<file path="src/rtl/ring_sequencer.sv">
// Ring/shift sequencer: single steps, multi-step runs and ping-pong bouncing over a LENGTH-bit register.
// Steps land on the clock edge and done/wrap are registered one-cycle pulses. There is no backpressure; a load aborts a run.
module ring_sequencer #(
  parameter int                LENGTH      = 4,
  parameter logic [LENGTH-1:0] RESET_VALUE = {{(LENGTH-1){1'b0}}, 1'b1},
  parameter int                AMT_W       = $clog2(LENGTH) + 1
) (
  input  logic              clk,
  input  logic              reset,
  input  logic [1:0]        mode,
  input  logic              step,
  input  logic              load,
  input  logic [LENGTH-1:0] loadValue,
  input  logic              serialIn,
  input  logic              start,
  input  logic [AMT_W-1:0]  amount,
  input  logic              outputEnable,
  output logic [LENGTH-1:0] out,
  output logic              busy,
  output logic              done,
  output logic              wrap,
  output logic              dir
);

  typedef enum logic {IDLE, RUN} state_t;

  state_t            state;
  logic [LENGTH-1:0] shreg;
  logic [LENGTH-1:0] nxt_reg;
  logic [AMT_W-1:0]  cnt;
  logic [1:0]        run_mode;
  logic [1:0]        step_mode;
  logic              nxt_dir;
  logic              nxt_wrap;

  // A run is locked to the mode captured at start.
  assign step_mode = (state == RUN) ? run_mode : mode;

  always_comb begin
    nxt_reg  = shreg;
    nxt_dir  = dir;
    nxt_wrap = 1'b0;
    case (step_mode)
      2'b00: begin
        nxt_reg  = {shreg[LENGTH-2:0], shreg[LENGTH-1]};
        nxt_wrap = shreg[LENGTH-1];
      end
      2'b01: begin
        nxt_reg  = {shreg[0], shreg[LENGTH-1:1]};
        nxt_wrap = shreg[0];
      end
      2'b10: begin
        nxt_reg  = {shreg[LENGTH-2:0], serialIn};
        nxt_wrap = shreg[LENGTH-1];
      end
      default: begin
        // Ping-pong: reaching an end reverses direction on that same step.
        if (!dir) begin
          if (shreg[LENGTH-1]) begin
            nxt_reg  = {1'b0, shreg[LENGTH-1:1]};
            nxt_dir  = 1'b1;
            nxt_wrap = 1'b1;
          end else begin
            nxt_reg  = {shreg[LENGTH-2:0], 1'b0};
          end
        end else begin
          if (shreg[0]) begin
            nxt_reg  = {shreg[LENGTH-2:0], 1'b0};
            nxt_dir  = 1'b0;
            nxt_wrap = 1'b1;
          end else begin
            nxt_reg  = {1'b0, shreg[LENGTH-1:1]};
          end
        end
      end
    endcase
  end

  always_ff @(posedge clk or posedge reset) begin
    if (reset) begin
      state    <= IDLE;
      shreg    <= RESET_VALUE;
      cnt      <= '0;
      run_mode <= 2'b00;
      dir      <= 1'b0;
      busy     <= 1'b0;
      done     <= 1'b0;
      wrap     <= 1'b0;
    end else begin
      done <= 1'b0;
      wrap <= 1'b0;
      if (state == IDLE) begin
        if (load) begin
          shreg <= loadValue;
        end else if (start) begin
          if (amount != '0) begin
            state    <= RUN;
            busy     <= 1'b1;
            cnt      <= amount;
            run_mode <= mode;
          end else begin
            done <= 1'b1;
          end
        end else if (step) begin
          shreg <= nxt_reg;
          dir   <= nxt_dir;
          wrap  <= nxt_wrap;
        end
      end else begin
        if (load) begin
          shreg <= loadValue;
          state <= IDLE;
          busy  <= 1'b0;
          cnt   <= '0;
        end else begin
          shreg <= nxt_reg;
          dir   <= nxt_dir;
          wrap  <= nxt_wrap;
          cnt   <= cnt - 1'b1;
          if (cnt == AMT_W'(1)) begin
            state <= IDLE;
            busy  <= 1'b0;
            done  <= 1'b1;
          end
        end
      end
    end
  end

  assign out = outputEnable ? shreg : {LENGTH{1'bx}};

endmodule

</file>
<file path="config.mk">
export PLATFORM = sky130hd
export DESIGN_NAME = ring_sequencer
export DESIGN_NICKNAME = d
export VERILOG_FILES = /design/src/rtl/ring_sequencer.sv
export SDC_FILE = /design/constraint.sdc
export NUM_CORES = 1
export LEC_CHECK = 0
export ABC_AREA = 1
export CORE_ASPECT_RATIO = 1.5
export CORE_MARGIN = 2
export CORE_UTILIZATION = 30
export DETAILED_ROUTE_END_ITERATION = 16
export SLEW_MARGIN = 20
export SYNTH_ARGS = -nofsm -noshare
export SYNTH_HDL_FRONTEND = slang
export SYNTH_SLANG_ARGS = --single-unit
</file>
<file path="constraint.sdc">
create_clock -name clk -period 2 [get_ports clk]
set_clock_uncertainty 0.1 [all_clocks]
set_input_delay 0.4 -clock clk [delete_from_list [all_inputs] [get_ports clk]]
set_output_delay 0.4 -clock clk [all_outputs]
set_load 0.01 [all_outputs]
</file>
==> out/qor.txt <==
Status = completed
GP Congestion = 0.879
Worst reg2reg path startpoint = state$_DFF_PP0_
Rows = 24
Area leader, netlist = dfrtp_1
Filler cell count = 323
CP Launch Type = flop
Setup TNS = 0 ns
TritonRoute pass-1 iters = 4
R2r setup slk = 0.61 ns
Synth Register Bits = 14
Leakage Power = 0.611 nW
Worst Hold Launch = cnt[2]$_DFFE_PP0P_
Mux cell area share after synthesis = 0
RR Endpoint = shreg[1]$_DFFE_PP0P_
Hold crit path type = flop to flop
Main combinational cell family by area after synthesis = simple AND/OR/NAND/NOR gates
Htree depth = 1
Area of the multi-input gates = 472 um^2
I/O Buffers = 22
Post-route ant nets = 0
IO Count = 24
Post-DP HPWL = 1680 um
Reg area = 352 um^2
Pre-CTS WS = 0.158 ns
Cells after Synth = 133
Max-slew violation count = 0
Worst-Skew Late Latency = 0.24 ns
Hold buffers post-CTS = 0
Compound-Gate Fraction of Synth Area = 0.108
Setup violators final = 0
Drt total wl = 2080 um
Clock Tree Root = clkbuf_8
Worst vdd ir = 455 uV
Number of antenna violations at the first check in global routing = 0
Hold Fails Final Rpt = 0
Drc violations = 0
RSZ-0062 raised after global routing = no
Layout area overhead = 37.9%
Synth unique cells = 20
Core area = 2880 um^2
Final Cycle Share = 0.935
Highest clock rate = 0.535 GHz
Vias post-DR = 916
TritonCTS clock tree = done
Area share of and/or/nand/nor cells after synthesis = 0.392
Fin crit period = 1.87 ns
Crit path max-delay cell type = dfstp_2
Vias per cell = 4.58
Synth warn = 0
Worst Tran Pin Value = 0.557 ns
Delay-heaviest family, CP = flip-flops
Number of global-route vias before repair = 890
GRT overflow = 0
Worst path max stage delay = 0.58 ns
Final hold slack = 0.390 ns
Wl on met1 = 883 um
CP Depth = 1
GRT Total Usage = 0.133
P per Cell Area = 939 nW/um^2
Die Y = 70.9 um
Crit Path Class = flop to output port
Worst Reg-to-Reg Cells = 8
Synth area leaders = dfrtp_1, nand2_1, inv_1, nor2_1, nand3_1
Num CTS Buffers = 3
Clock sinks = 14
Antenna Cells = 0
WP data arrival = 1.37 ns
First-pass GRT wire length = 3580 um
Synthesized area per cell = 6.73 um^2
Headroom to the max-slew limit = 0.628
Share of layout cells above drive strength 1 = 0.0994
Crit path setup slack, layout = 0.130 ns
Buffers plus inverters on the worst setup path = 1
Endpoint class of the critical path = output port
Critical-path cell list = clkdlybuf4s50_1
Max cap viols = 0
Net count, final = 180
Cts repair resizes = 0
CTS max path bufs = 2
Met2 WL = 1040 um
Post-CTS Setup Bufs = 0
Seq/Total Area, Yosys = 0.393
Met3 routed WL = 96 um
CP endpoint = out[0]
Die area = 3440 um^2
Avg WL per Cell = 10.4 um
Top Layer Used = met4
Required @ worst endpoint = 1.50 ns
CP Max Fanout = 7
Starting density of the core = 0.310
Clock-pin transition on the worst setup and hold timing paths = 0.06 ns
Synth Area in XOR/XNOR = 0
Synth top area share = 0.364
Adder-cell share of the synthesized area = 0.0280
Initial DRC Count = 34
Post-Syn Area = 895 um^2
Crit path launch = shreg[0]$_DFFE_PP1P_
Die Wd = 48.6 um
Post-synth net total = 151
Largest net degree at the start of global routing = 15
-- where the power goes --
| group | internal [W] | switching (W) |
|---|---|---|
| sequential | 0.000358 | 0.0000659 |
| combinational | 0.000212 | 0.000247 |
| clock | 0.000174 | 0.000101 |
| total | 0.000744 | 0.000414 |
-- final cells by class --
cell class,instances,area share
Inverter,19,0.0578
Tap cell,39,0.0396
Timing Repair Buffer,24,0.191
Multi-Input combinational cell,100,0.382
Clock buffer,4,0.0446
Sequential cell,14,0.285
-- worst min path at each step --
stage | cells after the start | endpoint | slack, ns
finish | 2 | cnt[2]$_DFFE_PP0P_ | 0.39
global route | 2 | cnt[2]$_DFFE_PP0P_ | 0.41
CTS | 2 | cnt[2]$_DFFE_PP0P_ | 0.39
detailed placement | 2 | cnt[2]$_DFFE_PP0P_ | 0.37
global placement | 2 | cnt[2]$_DFFE_PP0P_ | 0.36
floorplan | 1 | busy$_DFFE_PP0P_ | 0.19
-- metrics by stage --
step,total power [W],cell area [um^2],util,cells
final,0.00116,1230,0.428,200
after global routing,0.00125,1230,0.428,200
after CTS,0.00117,1230,0.428,200
after detailed placement,0.000892,1180,0.409,196
after global placement,0.000879,1180,0.409,196
after floorplan,0.000704,895,-,133
-- synthesized netlist by cell type, drive strengths merged --
cell type and count:
a21oi 5, nor2 18, a31oi 1, o21ai 9, nand3 11, dfstp 1, nand2 50, nor3 2
o211ai 1, dfrtp 13, inv 19, ha 2, a2bb2oi 1
-- registers in the layout, indices dropped and copies added, names as in the netlist --
register	count
state	1
busy	1
wrap	1
cnt	3
dir	1
run_mode	2
done	1
shreg	4
-- kinds of logic after synthesis --
group                      Yosys count
DFF                                 14
buffers and inverters               19
and+or+nand+nor                     81
AOI/OAI and AO/OA                   17
adders and majority gates            2
-- per-layer routing --
layer / up-vias / GRT usage
met2: 28 / 0.227
met4: 0 / 0.0825
met3: 7 / 0.0274
li1: 471 / -
met1: 410 / 0.150
met5: - / 0
-- layout by cell type, fill, tap and decap left out, types with 3 or more instances in the layout --
| cell | n |
|---|---|
| clkbuf_8 | 4 |
| inv_1 | 18 |
| o21ai_1 | 3 |
| nand2_2 | 3 |
| nor2_1 | 17 |
| nand2_1 | 45 |
| clkdlybuf4s50_1 | 22 |
| a21oi_1 | 5 |
| o21ai_0 | 5 |
| nand3_1 | 11 |
| dfrtp_1 | 13 |
Power figures use the tool's default switching activity.
